<file path="src/rtl/genesis_pad_pkg.sv">
// Shared types and index constants for the Genesis/SMS multi-port pad reader.
// Button indices match the decoded word layout {Z,Y,X,M,S,C,B,A,U,D,L,R}.
package genesis_pad_pkg;

  typedef enum logic [1:0] {
    PAD_SMS = 2'b00,
    PAD_3B  = 2'b01,
    PAD_6B  = 2'b10
  } pad_type_t;

  typedef enum logic [1:0] {
    ST_IDLE  = 2'd0,
    ST_PHASE = 2'd1,
    ST_DONE  = 2'd2
  } fsm_state_t;

  localparam int NUM_PHASES = 8;

  localparam int BTN_R = 0;
  localparam int BTN_L = 1;
  localparam int BTN_D = 2;
  localparam int BTN_U = 3;
  localparam int BTN_A = 4;
  localparam int BTN_B = 5;
  localparam int BTN_C = 6;
  localparam int BTN_S = 7;
  localparam int BTN_M = 8;
  localparam int BTN_X = 9;
  localparam int BTN_Y = 10;
  localparam int BTN_Z = 11;

  // Raw DB9 pin positions within a port's 6-bit group
  localparam int PIN_R_M  = 0;
  localparam int PIN_L_X  = 1;
  localparam int PIN_D_Y  = 2;
  localparam int PIN_U_Z  = 3;
  localparam int PIN_B_A  = 4;
  localparam int PIN_C_ST = 5;

endpackage

</file>
<file path="src/rtl/genesis_pad_decode.sv">
// Per-port pin synchronizer, phase sample registers, pad type detection and
// button decode; the decoded word and type update only on a frame commit.
module genesis_pad_decode
  import genesis_pad_pkg::*;
(
  input  logic        clk_sys,
  input  logic        rst,
  input  logic [5:0]  pins,
  input  logic        sample_en,
  input  logic [2:0]  phase,
  input  logic        commit,
  output logic [11:0] decoded,
  output logic [1:0]  pad_type,
  output logic        changed
);

  logic [5:0]  pins_meta;
  logic [5:0]  pins_sync;
  logic [5:0]  s0;
  logic [3:0]  s1;   // {St, A, L, R} raw; L/R read low on Genesis pads with TH low
  logic [3:0]  s5;
  logic [3:0]  s6;
  pad_type_t   type_nxt;
  logic [11:0] dec_nxt;

  always_ff @(posedge clk_sys or posedge rst) begin
    if (rst) begin
      pins_meta <= '1;
      pins_sync <= '1;
    end else begin
      pins_meta <= pins;
      pins_sync <= pins_meta;
    end
  end

  always_ff @(posedge clk_sys or posedge rst) begin
    if (rst) begin
      s0 <= '1;
      s1 <= '1;
      s5 <= '1;
      s6 <= '1;
    end else if (sample_en) begin
      case (phase)
        3'd0: s0 <= pins_sync;
        3'd1: s1 <= {pins_sync[PIN_C_ST], pins_sync[PIN_B_A], pins_sync[PIN_L_X], pins_sync[PIN_R_M]};
        3'd5: s5 <= pins_sync[3:0];
        3'd6: s6 <= pins_sync[3:0];
        default: ;
      endcase
    end
  end

  always_comb begin
    dec_nxt = '0;
    if (s1[1:0] != 2'b00)
      type_nxt = PAD_SMS;
    else if (s5 == 4'b0000)
      type_nxt = PAD_6B;
    else
      type_nxt = PAD_3B;

    dec_nxt[BTN_C] = ~s0[PIN_C_ST];
    dec_nxt[BTN_B] = ~s0[PIN_B_A];
    dec_nxt[BTN_U] = ~s0[PIN_U_Z];
    dec_nxt[BTN_D] = ~s0[PIN_D_Y];
    dec_nxt[BTN_L] = ~s0[PIN_L_X];
    dec_nxt[BTN_R] = ~s0[PIN_R_M];
    if (type_nxt != PAD_SMS) begin
      dec_nxt[BTN_S] = ~s1[3];
      dec_nxt[BTN_A] = ~s1[2];
    end
    if (type_nxt == PAD_6B) begin
      dec_nxt[BTN_Z] = ~s6[PIN_U_Z];
      dec_nxt[BTN_Y] = ~s6[PIN_D_Y];
      dec_nxt[BTN_X] = ~s6[PIN_L_X];
      dec_nxt[BTN_M] = ~s6[PIN_R_M];
    end
  end

  always_ff @(posedge clk_sys or posedge rst) begin
    if (rst) begin
      decoded  <= '0;
      pad_type <= PAD_SMS;
      changed  <= 1'b0;
    end else if (commit) begin
      decoded  <= dec_nxt;
      pad_type <= type_nxt;
      changed  <= (dec_nxt != decoded);
    end
  end

endmodule

</file>
<file path="src/rtl/genesis_multipad_reader.sv">
// Genesis/SMS controller reader: polls all ports in parallel with an 8-phase
// TH sequence once per poll period and commits decoded frames with a strobe.
//
// state    | meaning
// ST_IDLE  | select high, waiting for poll counter wrap
// ST_PHASE | driving TH phases 0..7, sampling pins at each phase end
// ST_DONE  | one cycle: commit all ports, raise frame strobe
module genesis_multipad_reader
  import genesis_pad_pkg::*;
#(
  parameter int NUM_PADS      = 2,
  parameter int SEL_PHASE_CYC = 500,
  parameter int POLL_CYC      = 833333,
  parameter int TIMEOUT_CYC   = 75000
)(
  input  logic                    iCLK,
  input  logic                    iRST,
  input  logic [6*NUM_PADS-1:0]   iGENPAD,
  output logic [NUM_PADS-1:0]     oGENPAD_SELECT,
  output logic [12*NUM_PADS-1:0]  oGENPAD_DECODED,
  output logic [2*NUM_PADS-1:0]   oPAD_TYPE,
  output logic                    oVALID,
  output logic [NUM_PADS-1:0]     oCHANGED
);

  localparam int PW = $clog2(POLL_CYC);
  localparam int CW = $clog2(SEL_PHASE_CYC);
  localparam logic [PW-1:0] POLL_LAST  = PW'(POLL_CYC - 1);
  localparam logic [CW-1:0] PHASE_LAST = CW'(SEL_PHASE_CYC - 1);

  generate
    if (!(POLL_CYC > 8*SEL_PHASE_CYC + TIMEOUT_CYC + 2) || SEL_PHASE_CYC < 4 ||
        NUM_PADS < 1 || NUM_PADS > 4) begin : g_bad_cfg
      $error("genesis_multipad_reader: inconsistent timing or port-count parameters");
    end
  endgenerate

  fsm_state_t    state;
  logic [PW-1:0] poll_cnt;
  logic [CW-1:0] cyc_cnt;
  logic [2:0]    phase;
  logic          sel;
  logic          valid;
  logic          sample_en;
  logic          commit;

  always_ff @(posedge iCLK or posedge iRST) begin
    if (iRST)
      poll_cnt <= '0;
    else if (poll_cnt == POLL_LAST)
      poll_cnt <= '0;
    else
      poll_cnt <= poll_cnt + PW'(1);
  end

  always_ff @(posedge iCLK or posedge iRST) begin
    if (iRST) begin
      state   <= ST_IDLE;
      phase   <= '0;
      cyc_cnt <= '0;
      sel     <= 1'b1;
      valid   <= 1'b0;
    end else begin
      valid <= 1'b0;
      case (state)
        ST_IDLE: begin
          if (poll_cnt == POLL_LAST) begin
            state   <= ST_PHASE;
            phase   <= '0;
            cyc_cnt <= '0;
            sel     <= 1'b1;
          end
        end
        ST_PHASE: begin
          if (cyc_cnt == PHASE_LAST) begin
            cyc_cnt <= '0;
            if (phase == 3'(NUM_PHASES - 1)) begin
              state <= ST_DONE;
              sel   <= 1'b1;
            end else begin
              phase <= phase + 3'd1;
              sel   <= phase[0];  // next phase p+1 drives ~(p+1)[0]
            end
          end else begin
            cyc_cnt <= cyc_cnt + CW'(1);
          end
        end
        ST_DONE: begin
          state <= ST_IDLE;
          valid <= 1'b1;
        end
        default: state <= ST_IDLE;
      endcase
    end
  end

  assign sample_en      = (state == ST_PHASE) && (cyc_cnt == PHASE_LAST);
  assign commit         = (state == ST_DONE);
  assign oGENPAD_SELECT = {NUM_PADS{sel}};
  assign oVALID         = valid;

  generate
    for (genvar i = 0; i < NUM_PADS; i++) begin : g_port
      genesis_pad_decode u_decode (
        .clk_sys   (iCLK),
        .rst       (iRST),
        .pins      (iGENPAD[6*i +: 6]),
        .sample_en (sample_en),
        .phase     (phase),
        .commit    (commit),
        .decoded   (oGENPAD_DECODED[12*i +: 12]),
        .pad_type  (oPAD_TYPE[2*i +: 2]),
        .changed   (oCHANGED[i])
      );
    end
  endgenerate

endmodule

</file>
<file path="config.mk">
export PLATFORM = sky130hd
export DESIGN_NAME = genesis_multipad_reader
export DESIGN_NICKNAME = d
export VERILOG_FILES = /design/src/rtl/genesis_pad_pkg.sv /design/src/rtl/genesis_pad_decode.sv /design/src/rtl/genesis_multipad_reader.sv
export SDC_FILE = /design/constraint.sdc
export NUM_CORES = 1
export LEC_CHECK = 0
export CAP_MARGIN = 20
export CORE_ASPECT_RATIO = 0.75
export CORE_MARGIN = 5
export CORE_UTILIZATION = 45
export DETAILED_ROUTE_END_ITERATION = 8
export PLACE_DENSITY_LB_ADDON = 0.1
export SLEW_MARGIN = 20
export SYNTH_ARGS = -nofsm -noshare
export SYNTH_HDL_FRONTEND = slang
export SYNTH_SLANG_ARGS = --single-unit
</file>
<file path="constraint.sdc">
create_clock -name iCLK -period 6.55 [get_ports iCLK]
set_input_delay 1.965 -clock iCLK [delete_from_list [all_inputs] [get_ports iCLK]]
set_output_delay 1.965 -clock iCLK [all_outputs]
set_load 0.01 [all_outputs]
</file>
* Yosys cells after proc, flatten, opt, wreduce, memory -nomap -nowiden *
Cells that the tools add are included.
W data, S select, Z words.

storage, ports and cells
  register bits after elaboration = 126
  input bits = 14

cells by class
  add/sub/neg operators = 3
  eq/ne operators = 16
  multiplexer cells = 27
  bitwise logic cells = 24
  reductions and logical operators = 18

operators by type and width
  kind                     number
  $ne A12 B12 Y1           2
  $not A1 Y1               24
  $add A20 B1 Y20 const B  1
  $eq A20 B20 Y1 const B   1
  $mux W20                 1
  $mux W9                  2
  $pmux W9 S2              1
  $mux W2                  7
  $reduce_and A2 Y1        5
  $reduce_bool A2 Y1       5
  $add A9 B1 Y9 const B    1
  $eq A3 B3 Y1 const B     3
  $eq A9 B9 Y1 const B     1
  $mux W3                  3
  $logic_not A4 Y1         2
  $mux W1                  8
  $mux W4                  2
  $ne A2 B2 Y1 const B     4
  $eq A2 B2 Y1 const B     3
  $pmux W3 S2              1
  $reduce_and A3 Y1        2
  $pmux W2 S2              1
  $reduce_and A4 Y1        1
  $add A3 B1 Y3 const B    1
  other kinds (6)          6

* Depth between registers and ports, before layout *
  depth after elaboration = 6
  mapped depth = 8
  gate-level depth less buffers = 6

* Hierarchy *
Synthesis repeated with hierarchy kept, for this count alone.

second synthesis, totals
  cells, all modules = 485
  area total of the unflattened synthesis = 5813.1 um^2

modules (own cells, without submodules)
  module                   times used  cells each  area an instance (um^2)  sequential area each (um^2)
  genesis_pad_decode       2           137         1908.1                   1163.6
  genesis_multipad_reader  1           211         1996.9                   902.1

* Worst setup path before layout *
No wires, ideal clock.

  kind = register to output
  from = register sel
  to = output oGENPAD_SELECT[0]
  arrival time = 0.623 ns
  required time = 4.585 ns
  setup slack = 3.962 ns
  stages on the path, launching flop included = 2
  path through = dfstp_2 > buf_4

RTL lines
  what                    line                           RTL
  from (decl)             genesis_multipad_reader.sv:42  logic sel;
  from (signal assigned)  genesis_multipad_reader.sv:82  sel <= phase[0];
  to (decl)               genesis_multipad_reader.sv:19  output logic [NUM_PADS-1:0] oGENPAD_SELECT,

No word-level cell between the ends.

* Worst setup path in the final report *
  from = register sel
  to = output oGENPAD_SELECT[0]

No word-level cell between the ends.

==> results.json <==
{
  "syn_area_per_cell_sq_um": 11.8,
  "synth_seq_area_share_pct": 58.7,
  "synth_nets": 488,
  "path_cells": "clkdlybuf4s50_1",
  "synth_cell_type_count": 54,
  "worst_setup_path_start_kind": "flip-flop",
  "path_max_fanout": 3,
  "rrSetupSlack_ns": 3.59,
  "io-pin-count": 47,
  "clock-sinks": 126,
  "setup_viol": 0,
  "finalCoreUtilization_pct": 54.9,
  "gr-total-overflow": 0,
  "critPathCaptureType": "primary output",
  "rows": 35,
  "firstDrtPassIters": 5,
  "status": "completed",
  "vias": 3550,
  "dieWidth_um": 138,
  "max_freq_mhz": 291,
  "clockRootBuffer": "clkbuf_16",
  "final_layout_size_suffix_gt1_share_pct": 27.0,
  "p_switching_mw": 0.378,
  "rsz0062_at_grt": "false",
  "core-area_sq_um": 12100,
  "power.density_nw_per_um2": 258,
  "power.internal_mw": 1.34,
  "crit_start": "sel",
  "hold_viol": 0,
  "grt_pass1_vias": 3505,
  "hold_class": "flip-flop to flip-flop",
  "track_usage_pct": 15.7,
  "worstPathRequired_ns": 4.59,
  "maxSlewHeadroom_pct": 33.1,
  "cts_tree": "yes",
  "leakage_nw": 2.82,
  "fin_crit_ns": 3.44,
  "worst-path-stages": 1,
  "worst_ep_arrival_time_ns": 1.47,
  "cts_hold_buf": 0,
  "rr_endpoint": "g_port[0].u_decode.changed",
  "synth-edff-count": 0,
  "crit_slowest_cell": "dfstp_2",
  "clk_pin_slew_ns": 0.06,
  "worstSetupPathType": "flip-flop to primary output",
  "tightest_slew_ns": 1.00,
  "grt_first_pass_wirelength_um": 17700,
  "critPathTopFamily": "flip-flops",
  "gp_congestion": 0.773,
  "io_buffers": 46,
  "seq_power_share_pct": 46.5,
  "synth_ff_type": "dfrtp_1",
  "max_stage_delay_ns": 0.53,
  "maxCapViolations": 0,
  "placed_cell_area_sq_um": 6080,
  "worstReg2RegStart": "state[0]",
  "yosysWarnings": 0,
  "grt_max_degree": 90,
  "initial_utilization_pct": 45.4,
  "final_max_slew_viol_count": 0,
  "path_buf_inv": 1,
  "dieHeight_um": 106,
  "ir_drop_v": 0.000168,
  "cts_buffer_depth": 2,
  "via_per_inst": 5.14,
  "worstSkewPairLatency_ns": 0.41,
  "dp.final_hpwl_um": 7200,
  "cp-endpoint": "oGENPAD_SELECT[0]",
  "layout_common_cells": "dfrtp_1 (65), dfstp_2 (61), nand2_1 (53)",
  "ant_nets": 0,
  "yosys.area.top_type_share_pct": 29.5,
  "dp_cells": 659,
  "worst_slack_ns": 3.11,
  "p_sw_share_pct": 22.0,
  "n_antenna_cell": 0,
  "synth_cells": 466,
  "rr_worst_depth": 6,
  "clkPwrFrac_pct": 52.2,
  "antenna_found_initial": 0,
  "fin_worst_skew_ns": 0.00839,
  "tns_ns": 0,
  "final_common_cell": "dfrtp_1",
  "dieArea_sq_um": 14600,
  "nets": 534,
  "yosysTopAreaCell": "dfrtp_1",
  "drc": 0,
  "wire_per_inst_um": 15.6,
  "numCtsBuffers": 17,
  "synthArstFlopShare_pct": 100,
  "synth_area_sq_um": 5510,
  "stdcell_count": 691,
  "area_growth_pct": 20.9,
  "cts.repair.resized": 0,
  "dp_slack_ns": 2.77,
  "htree_levels": 4,
  "drtIter0Drc": 221,
  "cts_setup_buffers": 0,
  "routed_wl_um": 10800,
  "fin_crit_sh_pct": 52.5,
  "fin_area_sq_um": 6660,
  "synth_seq_cells": 126,
  "netlist_top_cells_area": "dfrtp_1 (30%), dfstp_2 (29%), mux2_2 (8.0%)",
  "p_comb_share_pct": 1.3
}
[synth_stat cells, drive strengths merged (3+ instances only)]
cell    count
dfrtp      65
dfstp      61
nand2      53
mux2       39
nor2       31
o21ai      24
xnor2      19
xor2       16
clkbuf     12
nand3      12
inv        10
nor3       10
o31ai       9
a22o        8
buf         8
ha          8
nor4        8
a21oi       7
a31oi       7
nand2b      6
nand4       6
and3        5
nand3b      4
nor2b       3
nor4b       3
o41ai       3
or3         3
[worst min path at each step]
stage / start / endpoint / slack, ns / cells after the start
2_1_floorplan: g_port[0].u_decode.pins_meta[0] / g_port[0].u_decode.pins_sync[0] / 0.35 / 0
5_1_grt: g_port[0].u_decode.pins_meta[4] / g_port[0].u_decode.pins_sync[4] / 0.36 / 0
6_report: g_port[1].u_decode.pins_meta[3] / g_port[1].u_decode.pins_sync[3] / 0.35 / 0
4_1_cts: g_port[0].u_decode.pins_meta[5] / g_port[0].u_decode.pins_sync[5] / 0.36 / 0
3_3_place_gp: g_port[0].u_decode.pins_meta[1] / g_port[0].u_decode.pins_sync[1] / 0.35 / 0
3_5_place_dp: g_port[0].u_decode.pins_meta[5] / g_port[0].u_decode.pins_sync[5] / 0.35 / 0
[kinds of logic after synthesis]
logic type,share of synthesized area [%]
multiplexers,8.34
adder cells (fa/ha/maj),1.82
XOR/XNOR,5.57
buffers and inverters,2.61
flip-flops,58.7
AO/OA/AOI/OAI,8.70
AND/OR/NAND/NOR,14.3
[final cells by class]
type | count | area, sq um
Clock buffer | 19 | 443
Fill cell | 1040 | 5470
Multi-Input combinational cell | 309 | 2130
Tap cell | 166 | 208
Inverter | 11 | 46.3
Sequential cell | 126 | 3230
Clock inverter | 13 | 129
Timing Repair Buffer | 47 | 468
[through the flow]
stage                     hold slack, ns  power, mW
after floorplan                    0.345      0.819
after global placement             0.345      0.835
after detailed placement           0.348      0.836
after CTS                          0.357       1.74
after global routing               0.357       1.78
final                              0.353       1.72
[sequential cells by signal (all words and copies together) (netlist names)]
signal / count
phase: 3
g_port.u_decode.decoded: 24
poll_cnt: 20
g_port.u_decode.pins_sync: 12
g_port.u_decode.pad_type: 4
g_port.u_decode.s6: 8
g_port.u_decode.s5: 8
g_port.u_decode.s0: 12
g_port.u_decode.changed: 2
cyc_cnt: 9
oVALID: 1
state: 2
sel: 1
g_port.u_decode.pins_meta: 12
g_port.u_decode.s1: 8
[worst register-to-register path, cell delays in order, from the launching register on]
cell      delay, ns
dfrtp_1        0.67
nand2b_2       0.89
clkinv_1       0.69
nand4_1        0.22
nor4_1         0.10
and3_1         0.19
a31oi_1        0.12
[power by group through the flow]
stage | combinational [mW] | sequential [mW] | clock, mW
after floorplan | 0.0112 | 0.808 | 0
after global placement | 0.0237 | 0.812 | 0
after detailed placement | 0.0240 | 0.812 | 0
after CTS | 0.0240 | 0.799 | 0.918
after global routing | 0.0268 | 0.800 | 0.955
final | 0.0229 | 0.799 | 0.896
[metal layers]
metal	vias up	part of all wire, %	GRT usage (%)
met5	-	0	0
met4	0	0.65	4.44
met3	7	4.8	5.30
met2	62	42	21.7
met1	1743	52	23.4
li1	1738	-	-
(Power assumes the default switching activity.)
